--- config.mk ---
export PLATFORM = sky130hd
export DESIGN_NAME = branch_unit
export DESIGN_NICKNAME = d
export VERILOG_FILES = /design/src/rtl/branch_unit_pkg.sv /design/src/rtl/branch_unit_cond_eval.sv /design/src/rtl/branch_unit.sv
export SDC_FILE = /design/constraint.sdc
export NUM_CORES = 1
export LEC_CHECK = 0
export CAP_MARGIN = 20
export CELL_PAD_IN_SITES_DETAIL_PLACEMENT = 1
export CELL_PAD_IN_SITES_GLOBAL_PLACEMENT = 1
export CORE_MARGIN = 2
export CORE_UTILIZATION = 30
export CTS_CLUSTER_SIZE = 14
export DETAILED_ROUTE_END_ITERATION = 7
export HOLD_SLACK_MARGIN = 0.15
export PLACE_DENSITY_LB_ADDON = 0.1
export SLEW_MARGIN = 20
export SYNTH_ARGS = -nofsm -noshare
export SYNTH_HDL_FRONTEND = slang
export SYNTH_SLANG_ARGS = --single-unit
--- constraint.sdc ---
create_clock -name clk -period 3.6 [get_ports clk]
set_input_delay 0.9 -clock clk [delete_from_list [all_inputs] [get_ports clk]]
set_output_delay 0.9 -clock clk [all_outputs]
set_load 0.005 [all_outputs]
--- src/rtl/branch_unit_pkg.sv ---
// Shared constants for the branch unit: condition codes, default widths and FSM encoding.
package branch_unit_pkg;

    localparam int BU_ADDR_WIDTH = 16;
    localparam int BU_COND_BITS  = 4;

    localparam int COND_NEVER = 0;
    localparam int COND_JMP   = 1;
    localparam int COND_JE    = 2;
    localparam int COND_JNE   = 3;
    localparam int COND_JL    = 4;
    localparam int COND_JLE   = 5;
    localparam int COND_JG    = 6;
    localparam int COND_JGE   = 7;
    localparam int COND_BEQ   = 8;
    localparam int COND_BNE   = 9;

    typedef enum logic [0:0] {
        ST_IDLE  = 1'b0,
        ST_FLUSH = 1'b1
    } bu_state_t;

endpackage

--- src/rtl/branch_unit_cond_eval.sv ---
// Combinational condition evaluator: maps a condition code and flags to {taken, illegal}.
module branch_cond_eval
    import branch_unit_pkg::*;
#(
    parameter int COND_BITS = BU_COND_BITS
) (
    input  logic [COND_BITS-1:0] cond_i,
    input  logic                 zero_i,
    input  logic                 less_i,
    input  logic                 greater_i,
    input  logic                 compare_i,
    output logic                 taken_o,
    output logic                 illegal_o
);

    always_comb begin
        taken_o   = 1'b0;
        illegal_o = 1'b0;
        case (cond_i)
            COND_BITS'(COND_NEVER): taken_o = 1'b0;
            COND_BITS'(COND_JMP):   taken_o = 1'b1;
            COND_BITS'(COND_JE):    taken_o = zero_i;
            COND_BITS'(COND_JNE):   taken_o = !zero_i;
            COND_BITS'(COND_JL):    taken_o = less_i;
            COND_BITS'(COND_JLE):   taken_o = less_i | zero_i;
            COND_BITS'(COND_JG):    taken_o = greater_i;
            COND_BITS'(COND_JGE):   taken_o = greater_i | zero_i;
            // Register-compare branches ignore the flags entirely.
            COND_BITS'(COND_BEQ):   taken_o = compare_i;
            COND_BITS'(COND_BNE):   taken_o = !compare_i;
            default:                illegal_o = 1'b1;
        endcase
    end

endmodule

--- src/rtl/branch_unit.sv ---
// Flags register, branch resolution and redirect/flush FSM for the execute stage.
module branch_unit
    import branch_unit_pkg::*;
#(
    parameter int ADDR_WIDTH   = BU_ADDR_WIDTH,
    parameter int FLUSH_CYCLES = 2,
    parameter int COND_BITS    = BU_COND_BITS
) (
    input  logic                  clk,
    input  logic                  reset,
    input  logic                  stall,
    input  logic                  flag_wr,
    input  logic                  zero_in,
    input  logic                  less_in,
    input  logic                  compare_in,
    input  logic                  branch_valid,
    input  logic [COND_BITS-1:0]  branch_cond,
    input  logic [ADDR_WIDTH-1:0] branch_target,
    output logic                  flag_zero,
    output logic                  flag_less,
    output logic                  flag_greater,
    output logic                  take_branch,
    output logic [ADDR_WIDTH-1:0] branch_pc,
    output logic                  flush,
    output logic                  illegal_cond,
    output bu_state_t             dbg_state
);

    bu_state_t             state_q;
    logic [2:0]            cnt_q;
    logic                  z_q, l_q, g_q;
    logic                  take_q, flush_q, illegal_q;
    logic [ADDR_WIDTH-1:0] pc_q;

    logic fused;
    logic eff_z, eff_l, eff_g;
    logic cond_taken, cond_illegal;

    // A compare fused with a branch evaluates on the ALU outputs directly.
    assign fused = flag_wr && branch_valid;
    assign eff_z = fused ? zero_in : z_q;
    assign eff_l = fused ? less_in : l_q;
    assign eff_g = fused ? (!less_in && !zero_in) : g_q;

    branch_cond_eval #(
        .COND_BITS (COND_BITS)
    ) u_eval (
        .cond_i    (branch_cond),
        .zero_i    (eff_z),
        .less_i    (eff_l),
        .greater_i (eff_g),
        .compare_i (compare_in),
        .taken_o   (cond_taken),
        .illegal_o (cond_illegal)
    );

    always_ff @(posedge clk or posedge reset) begin
        if (reset) begin
            state_q   <= ST_IDLE;
            cnt_q     <= 3'd0;
            z_q       <= 1'b0;
            l_q       <= 1'b0;
            g_q       <= 1'b0;
            take_q    <= 1'b0;
            flush_q   <= 1'b0;
            illegal_q <= 1'b0;
            pc_q      <= '0;
        end else if (stall) begin
            // Pulses drop so a redirect is never repeated; everything else holds.
            take_q    <= 1'b0;
            illegal_q <= 1'b0;
        end else begin
            take_q    <= 1'b0;
            illegal_q <= 1'b0;
            case (state_q)
                ST_IDLE: begin
                    if (flag_wr) begin
                        z_q <= zero_in;
                        l_q <= less_in;
                        g_q <= !less_in && !zero_in;
                    end
                    if (branch_valid) begin
                        illegal_q <= cond_illegal;
                        if (cond_taken) begin
                            state_q <= ST_FLUSH;
                            cnt_q   <= 3'(FLUSH_CYCLES);
                            take_q  <= 1'b1;
                            pc_q    <= branch_target;
                            flush_q <= 1'b1;
                        end
                    end
                end
                ST_FLUSH: begin
                    if (cnt_q == 3'd1) begin
                        state_q <= ST_IDLE;
                        cnt_q   <= 3'd0;
                        flush_q <= 1'b0;
                    end else begin
                        cnt_q <= cnt_q - 3'd1;
                    end
                end
                default: begin
                    state_q <= ST_IDLE;
                    flush_q <= 1'b0;
                end
            endcase
        end
    end

    assign flag_zero    = z_q;
    assign flag_less    = l_q;
    assign flag_greater = g_q;
    assign take_branch  = take_q;
    assign branch_pc    = pc_q;
    assign flush        = flush_q;
    assign illegal_cond = illegal_q;
    assign dbg_state    = state_q;

endmodule
==> results_dict.tcl, run 1 <==
set metrics [dict create \
    clkSinkCount 26 \
    combPwrFrac_pct 43.1 \
    dpl_cell_area_um2 1784 \
    syn_inst 93 \
    core_um2 3971 \
    period_needed_ps 2957 \
    yosys_warnings 0 \
    yosys-top-cells-count "26 x dfrtp_1, 12 x mux2_2, 7 x mux2_4" \
    cts-root-buf "clkbuf_8" \
    wl_per_cell_um 14.67 \
    grt_max_degree 27 \
    finalNetCount 178 \
    path_clk_slew_ps 90 \
    drt.antenna.violating_nets 0 \
    netSwitchingPower_uw 356.7 \
    clkLatencyLatePin_ps 270 \
    crit_fanout 19 \
    yosys.cell_count.top_type "dfrtp_1" \
    antenna_cells 0 \
    synth_edf_count 0 \
    yosysTopAreaCell "dfrtp_1" \
    ys.flop_type "dfrtp_1" \
    grt_usage_pct 14.05 \
    drc 0 \
    critPathKind "in2reg" \
    path_depth 7 \
    setup_tns_ps 0 \
    post-route-util_pct 46.72 \
    crit_family "compound AO/OA/AOI/OAI gates" \
    antenna_found_initial 0 \
    drt_iter0_drc 36 \
    drive_gt1_share_pct 20.41 \
    hold_viol_final 0 \
    max_freq_mhz 338.1 \
    gp_congestion 0.7168 \
    run_status "finished, final reports clean" \
    final_area_um2 1856 \
    grt_pass1_wl_mm 4.892 \
    clockBufferDepth 2 \
    ff2ff_path_depth 6 \
    synth.distinct_cells 31 \
    critPathArrivalTime_ps 3120 \
    synth.top_cell.area_share_pct 52.95 \
    numCtsBuffers 3 \
    whs_path_depth 1 \
    worst_clock_skew_ps 3.774 \
    synth_fp_nets 123 \
    grt_pass1_vias 1037 \
    p_per_area_nw_per_um2 716.0 \
    synthTopCellsByArea "dfrtp_1 53%, mux2_2 11%, mux2_4 8.6%, ha_1 2.0%, inv_1 1.8%" \
    syn_area_per_cell_um2 13.21 \
    drt-total-wl_mm 2.890 \
    ios 51 \
    htreeDepth 1 \
    peakVddDrop_mv 0.2861 \
    worstMarginPinSlew_ps 928.6 \
    crit_chain "clkdlybuf4s50_1, a21boi_0, nor4b_1, a221oi_1, a211oi_4, buf_4, mux2_4" \
    drt-pass1-iter-count 2 \
    cts_tree "yes" \
    max_stage_delay_ps 500 \
    pwr-share-clk_pct 17.9 \
    drv_cap 0 \
    cts_hold_buf 0 \
    whs_ps 490.5 \
    syn_to_final_growth_pct 51.02 \
    rsz0062_at_grt "false" \
    finalSetupViolCount 0 \
    swShare_pct 26.85 \
    viasPerCell 4.711 \
    synth-seq-cells 26 \
    place_ws_ps 324.2 \
    hold_class "reg2reg" \
    post_cts_buffers 0 \
    die_area_um2 4623 \
    seq_area_frac_synth_pct 52.95 \
    grt_overflow 0 \
    num_vias 928 \
    start_util_pct 30.94 \
    power.internal_uw 971.9 \
    leakagePower_nw 0.7708 \
    slowest_stage "clkdlybuf4s50_1" \
    synth_area_um2 1229 \
    fin_crit_sh_pct 82.15 \
    setup_slack_ps 642.7 \
    slew_viol_final 0 \
    async_flop_share_pct 100.0 \
    seq_power_share_pct 39.1 \
    crit_required_ps 3760 \
    dieWidth_um 68.00 \
    start_kind "primary input" \
    cts-resized-gates 0 \
    portBuffers 50 \
    end_kind "flop" \
    rows 23 \
    crit_buf_inv 2 \
    die_y_um 68.00 \
    hpwl_mm 2.281 \
    relSlewSlack_pct 37.71 \
]
final cells by class:
cell class / instances / area (µm²)
fillers: 413 / 2116
flip-flops and latches: 26 / 650.6
multi-input cells: 60 / 540.5
repair buffers: 51 / 508.0
well taps: 50 / 62.56
clock buffers: 3 / 41.29
clock inverters: 1 / 30.03
inverters: 6 / 22.52
cells by family after synthesis:
logic type | share of synthesized area [%]
muxes | 19.55
and+or+nand+nor | 8.249
DFF | 52.95
buffers and inverters | 3.055
adders and majority gates | 2.036
AOI/OAI and AO/OA | 14.16
metrics by stage:
stage          std cells  total power [mW]
5_1_grt              197             1.434
6_report             197             1.329
2_1_floorplan         93            0.7683
4_1_cts              197             1.355
3_5_place_dp         193             1.109
3_3_place_gp         193             1.086
state kept, by name (all words and copies together), names as in the netlist:
signal,cells
illegal_cond,1
flush,1
take_branch,1
branch_pc,16
flag_greater,1
dbg_state,1
flag_zero,1
flag_less,1
cnt_q,3
metal layers:
metal	track usage (%)	routed length, µm
met5	0	0
met4	3.750	20
met3	5.592	203
met2	22.45	1409
met1	17.63	1257
path summary, 6_finish.rpt:
| kind | startpoint | end | slack [ps] |
|---|---|---|---|
| max | branch_valid | branch_pc[5]$_DFFE_PP0P_ | 640 |
| max reg2reg | flag_zero$_DFFE_PP0P_ | branch_pc[5]$_DFFE_PP0P_ | 1440 |
| min | flush$_DFFE_PP0P_ | flush$_DFFE_PP0P_ | 490 |
| min in group asynchronous | reset | branch_pc[2]$_DFFE_PP0P_ | 1030 |
| min reg2reg | flush$_DFFE_PP0P_ | flush$_DFFE_PP0P_ | 490 |
| max in group asynchronous | reset | cnt_q[0]$_DFFE_PP0P_ | 2140 |
worst reg2reg max path, cell delays in order (launching register included):
cell and delay (ps):
dfrtp_1 370, a21boi_0 390, nor4b_1 100, a221oi_1 500, a211oi_4 120, buf_4 240, mux2_4 330
power by group through the flow:
stage / Combinational [mW] / Clock [mW] / Sequential (mW)
final: 0.572 / 0.237 / 0.519
after detailed placement: 0.581 / 0 / 0.528
after global placement: 0.564 / 0 / 0.522
after floorplan: 0.246 / 0 / 0.522
after CTS: 0.586 / 0.246 / 0.523
after global routing: 0.629 / 0.261 / 0.544
placed cells by master, fill, tap and decap left out:
| master | instances |
|---|---|
| mux2_2 | 12 |
| o21ai_0 | 2 |
| nand2_1 | 3 |
| a211oi_4 | 1 |
| and3_2 | 2 |
| o211ai_1 | 2 |
| nor2b_1 | 3 |
| clkdlybuf4s50_1 | 50 |
| a21bo_2 | 1 |
| and2_1 | 1 |
| clkbuf_8 | 3 |
| a221oi_1 | 1 |
| a211oi_1 | 2 |
| o31ai_1 | 1 |
| buf_4 | 1 |
| mux2_4 | 7 |
| ha_1 | 2 |
| dfrtp_1 | 26 |
| o31a_1 | 1 |
| o311ai_0 | 1 |
| a21boi_0 | 1 |
| inv_1 | 5 |
| nor2_1 | 4 |
| nor4b_1 | 1 |
| a21o_1 | 1 |
| nand3_1 | 1 |
| nand2b_1 | 1 |
| a21oi_1 | 2 |
| bufinv_16 | 1 |
| clkinv_1 | 1 |
| a22oi_1 | 1 |
| a21o_2 | 2 |
| nand3b_1 | 1 |
| nor3b_1 | 1 |
| o311a_1 | 2 |
Power figures use the tool's default switching activity.
==> inputs of run 2 (changes only) <==
--- a/config.mk
+++ b/config.mk
@@ -9,7 +9,7 @@
 export CELL_PAD_IN_SITES_DETAIL_PLACEMENT = 1
 export CELL_PAD_IN_SITES_GLOBAL_PLACEMENT = 1
 export CORE_MARGIN = 2
-export CORE_UTILIZATION = 30
+export CORE_UTILIZATION = 29
 export CTS_CLUSTER_SIZE = 14
 export DETAILED_ROUTE_END_ITERATION = 7
 export HOLD_SLACK_MARGIN = 0.15
==> constraint.sdc (replaced) <==
create_clock -name clk -period 2.7 [get_ports clk]
set_input_delay 0.675 -clock clk [delete_from_list [all_inputs] [get_ports clk]]
set_output_delay 0.675 -clock clk [all_outputs]
set_load 0.005 [all_outputs]
==> run 2 against run 1 <==
Net effect: clock-buffer cell count unchanged; utilization is 0.61 points higher; register-to-register slack got worse by 750 ps; sequential share of layout area down 0.94 points; worst setup slack got worse by 550 ps; via count increased by 5.5%; non-clock buffer count is 8 higher; highest routed layer unchanged.
==> results_dict.tcl, run 2 (same netlist as run 1, synthesis figures left out) <==
set metrics [dict create \
    run_status "finished, final reports clean" \
    wl_per_cell_um 14.97 \
    end_kind "flop" \
    place_ws_ps -225.1 \
    setup_slack_ps 89.78 \
    drt-total-wl_mm 3.053 \
    dieWidth_um 69.09 \
    fillerInstances 428 \
    grt_usage_pct 13.07 \
    leakagePower_nw 0.8131 \
    rows 23 \
    num_vias 979 \
    p_per_area_nw_per_um2 891.1 \
    cts_hold_buf 0 \
    clkLatencyLatePin_ps 270 \
    slew_viol_final 0 \
    die_y_um 69.09 \
    cts_tree "yes" \
    gp_congestion 0.7109 \
    die_area_um2 4773 \
    antenna_cells 0 \
    p_total_mw 1.699 \
    period_needed_ps 2610 \
    layout_commonest_cell "clkdlybuf4s50_1" \
    layout_common_cells "49 x clkdlybuf4s50_1, 26 x dfrtp_1, 12 x mux2_2" \
    critPathArrivalTime_ps 2770 \
    drt.antenna.violating_nets 0 \
    peakVddDrop_mv 0.3308 \
    ios 51 \
    portBuffers 50 \
    path_clk_slew_ps 90 \
    hold_class "reg2reg" \
    max_freq_mhz 383.1 \
    finalNetCount 186 \
    largest_reg_flops 16 \
    hpwl_mm 2.403 \
    viasPerCell 4.799 \
    setup_tns_ps 0 \
    worst_clock_skew_ps 1.975 \
    finalSetupViolCount 0 \
    clockBufferDepth 2 \
    top_usage_layer "met2" \
    drv_cap 0 \
    use_met1_pct 16.44 \
    core_um2 4029 \
    drt-pass1-iter-count 4 \
    drive_gt1_share_pct 24.68 \
    drt_iter0_drc 10 \
    crit_required_ps 2860 \
    hold_viol_final 0 \
    cts-root-buf "clkbuf_8" \
    clkSinkCount 26 \
    drc 0 \
    numCtsBuffers 3 \
    antenna_found_initial 0 \
    grt_pass1_vias 1072 \
    grt_use_met3_pct 4.532 \
    start_kind "primary input" \
    critPathKind "in2reg" \
    relSlewSlack_pct 63.19 \
    syn_to_final_growth_pct 55.19 \
    grt_overflow 0 \
    start_util_pct 30.50 \
    grt_pass1_wl_mm 5.085 \
    rsz0062_at_grt "false" \
    crit_fanout 19 \
    post_cts_buffers 0 \
    use_met2_pct 21.15 \
    fin_crit_sh_pct 96.67 \
    grt_max_degree 20 \
    htreeDepth 1 \
    worstMarginPinSlew_ps 551.6 \
]
## run 2: timing repair
item / CTS / global route
resized for setup: 0 / 3
endpoints found under the setup margin: 0 / 16
hold endpoints to repair: 0 / 0
## run 2: routing by layer
metal,vias up,share of wire [%]
met1,485,42
li1,461,-
met5,-,0
met4,0,1.7
met2,26,49
met3,7,6.9
## run 2: report_power, final
| part | internal (mW) | switching (mW) |
|---|---|---|
| logic | 0.539 | 0.240 |
| registers | 0.572 | 0.125 |
| clock network | 0.100 | 0.123 |
| total | 1.21 | 0.488 |
## run 2: through the flow
step,std cells,hold WS (ps),util [%],area [µm²]
3_5_place_dp,201,473.5,46.09,1857
3_3_place_gp,201,469.6,46.09,1857
6_report,204,491.8,47.33,1907
2_1_floorplan,93,476.5,-,1229
4_1_cts,204,494.5,47.11,1898
5_1_grt,204,519.9,47.33,1907
## run 2: final cells by class
type,count,area (µm²),share of cell area (%)
sequential,26,650.6,34.12
timing repair buffer,59,583.1,30.58
multi-input combinational,60,546.8,28.67
tap,50,62.56,3.281
clock buffer,3,41.29,2.165
inverter,6,22.52,1.181
## run 2: worst paths after layout
check	startpoint	to	slack (ps)	cells after the start
min reg2reg	flush$_DFFE_PP0P_	flush$_DFFE_PP0P_	490	1
max reg2reg	flag_zero$_DFFE_PP0P_	branch_pc[7]$_DFFE_PP0P_	690	7
min in group asynchronous	reset	branch_pc[12]$_DFFE_PP0P_	750	2
max	flag_wr	branch_pc[7]$_DFFE_PP0P_	90	7
min	flush$_DFFE_PP0P_	flush$_DFFE_PP0P_	490	1
max in group asynchronous	reset	take_branch$_DFF_PP0_	1430	3
## run 2: critical path, cell delays in order
cell and delay (ps):
clkdlybuf4s50_1 540, nand2_1 90, o311a_1 300, o311a_1 380, a211oi_4 210, buf_12 210
mux2_2 350
==> inputs of run 3 (changes only) <==
--- a/config.mk
+++ b/config.mk
@@ -8,7 +8,6 @@
 export CAP_MARGIN = 20
 export CELL_PAD_IN_SITES_DETAIL_PLACEMENT = 1
 export CELL_PAD_IN_SITES_GLOBAL_PLACEMENT = 1
-export CORE_MARGIN = 2
 export CORE_UTILIZATION = 29
 export CTS_CLUSTER_SIZE = 14
 export DETAILED_ROUTE_END_ITERATION = 7
==> constraint.sdc (replaced) <==
create_clock -name clk -period 2.7 [get_ports clk]
set_input_delay 0.54 -clock clk [delete_from_list [all_inputs] [get_ports clk]]
set_output_delay 0.54 -clock clk [all_outputs]
set_load 0.005 [all_outputs]
==> run 3 against run 2 <==
Net effect: wire length shrank 3.0%; fmax grew 4.7%; flip-flop and latch count is the same; worst setup slack better by 120 ps; largest power group unchanged; clock skew rose by 1.8 ps; combinational power barely moved; first-iteration DRC count rose to 4.0 times the previous value; critical endpoint unchanged; cell count is 0.98% lower; clock-buffer cell count is the same; highest routed layer unchanged; sequential share of layout area hardly changed; critical path depth unchanged; clock power grew 44%.
==> results_dict.tcl, run 3 (same netlist as run 1, synthesis figures left out) <==
set metrics [dict create \
    antenna_cells 0 \
    run_status "finished, final reports clean" \
    crit_fanout 19 \
    max_stage_delay_ps 550 \
    worstMarginPinSlew_ps 441.4 \
    grt_pass1_wl_mm 5.099 \
    viasPerCell 4.851 \
    power.internal_mw 1.306 \
    grt_usage_pct 15.18 \
    grt_overflow 0 \
    numCtsBuffers 3 \
    final_area_um2 1906 \
    setup_tns_ps 0 \
    layoutNonFillerInstCount 202 \
    crit_chain "clkdlybuf4s50_1, nand2_1, o311a_1, o311a_1, a211oi_4, buf_12, mux2_2" \
    critPathArrivalTime_ps 2660 \
    hpwl_mm 2.373 \
    largest_reg_flops 16 \
    portBuffers 50 \
    relSlewSlack_pct 70.40 \
    end_kind "flop" \
    drc 0 \
    layout_common_cells "50 x clkdlybuf4s50_1, 26 x dfrtp_1, 12 x mux2_2" \
    worst_clock_skew_ps 3.781 \
    crit_required_ps 2860 \
    drt.antenna.violating_nets 0 \
    pwr-share-clk_pct 17.9 \
    cts-root-buf "clkbuf_8" \
    netSwitchingPower_uw 486.7 \
    clkLatencyLatePin_ps 270 \
    finalNetCount 183 \
    seq_power_share_pct 38.8 \
    clockBufferDepth 2 \
    max_freq_mhz 401.0 \
    path_clk_slew_ps 90 \
    drive_gt1_share_pct 23.03 \
    slew_viol_final 0 \
    start_util_pct 30.50 \
    syn_to_final_growth_pct 55.09 \
    core_um2 4029 \
    rsz0062_at_grt "false" \
    peakVddDrop_mv 0.3861 \
    cts-resized-gates 0 \
    place_ws_ps -97.52 \
    dieWidth_um 67.09 \
    finalSetupViolCount 0 \
    post_cts_buffers 0 \
    hold_class "in2async" \
    setup_slack_ps 206.5 \
    gp_congestion 0.6988 \
    crit_path_frequent_cell "o311a_1" \
    dpl_cell_area_um2 1834 \
    clkSinkCount 26 \
    grt_max_degree 21 \
    fin_crit_sh_pct 92.35 \
    grt_pass1_vias 1108 \
    p_total_mw 1.793 \
    drt-total-wl_mm 2.961 \
    post-route-util_pct 47.30 \
    cts_tree "yes" \
    dp_cells 198 \
    htreeDepth 1 \
    start_kind "primary input" \
    combPwrFrac_pct 43.3 \
    die_y_um 67.09 \
    num_vias 980 \
    antenna_found_initial 0 \
    slowest_stage "clkdlybuf4s50_1" \
    hold_viol_final 0 \
    swShare_pct 27.14 \
    rows 23 \
    p_per_area_nw_per_um2 940.9 \
    whs_ps 483.6 \
    crit_buf_inv 2 \
    leakagePower_nw 0.8014 \
    drv_cap 0 \
    crit_family "compound AO/OA/AOI/OAI gates" \
    fillerInstances 426 \
    period_needed_ps 2493 \
    layout_commonest_cell "clkdlybuf4s50_1" \
    ios 51 \
    die_area_um2 4501 \
    wl_per_cell_um 14.66 \
    drt_iter0_drc 40 \
    drt-pass1-iter-count 4 \
    cts_hold_buf 0 \
    critPathKind "in2reg" \
]
run 3: cell count changes in the layout (fill, tap and decap cells not counted):
| cell | previous run | this run |
|---|---|---|
| buf_4 | 8 | 5 |
| a21boi_0 | 0 | 1 |
| a21boi_1 | 1 | 0 |
| bufinv_16 | 0 | 1 |
| clkdlybuf4s50_1 | 49 | 50 |
| dlymetal6s2s_1 | 1 | 0 |
| nor4b_1 | 0 | 1 |
| nor4b_2 | 1 | 0 |
run 3: final timing paths:
kind	from	to	slack [ps]	cells past startpoint
worst min register to register	flush$_DFFE_PP0P_	flush$_DFFE_PP0P_	490	1
max in group asynchronous	reset	cnt_q[2]$_DFFE_PP0P_	1680	3
worst min-delay path	reset	branch_pc[3]$_DFFE_PP0P_	480	2
worst max register to register	flag_zero$_DFFE_PP0P_	branch_pc[7]$_DFFE_PP0P_	660	7
worst max-delay path	branch_valid	branch_pc[7]$_DFFE_PP0P_	210	7
min in group clk	flush$_DFFE_PP0P_	flush$_DFFE_PP0P_	490	1
run 3: layout make-up:
class	instances	area, µm²	share of cell area [%]
Clock buffer	3	41.29	2.167
Clock inverter	1	30.03	1.576
Inverter	6	22.52	1.182
Multi-Input combinational cell	60	540.5	28.37
Sequential cell	26	650.6	34.14
Tap cell	50	62.56	3.283
Timing Repair Buffer	56	558.0	29.28
run 3: worst reg2reg max path: cells and delay by family, from the launching register on:
kind / cells / cell delay (ps)
AO/OA/AOI/OAI: 3 / 520
multiplexers: 1 / 350
flip-flops: 1 / 410
AND/OR/NAND/NOR: 1 / 290
buffers and inverters: 2 / 360
run 3: power by group through the flow:
stage | Clock (mW) | Combinational [mW] | Sequential (mW)
after global placement | 0 | 0.761 | 0.695
after CTS | 0.337 | 0.793 | 0.699
after detailed placement | 0 | 0.788 | 0.704
final | 0.321 | 0.777 | 0.695
after global routing | 0.349 | 0.852 | 0.725
after floorplan | 0 | 0.329 | 0.696
run 3: routing by layer:
layer,wire length (µm),GRT usage [%],vias up
met5,0,0,-
met4,17,3.989,0
met3,228,6.164,2
met2,1561,26.38,24
met1,1153,16.88,499
li1,-,-,455
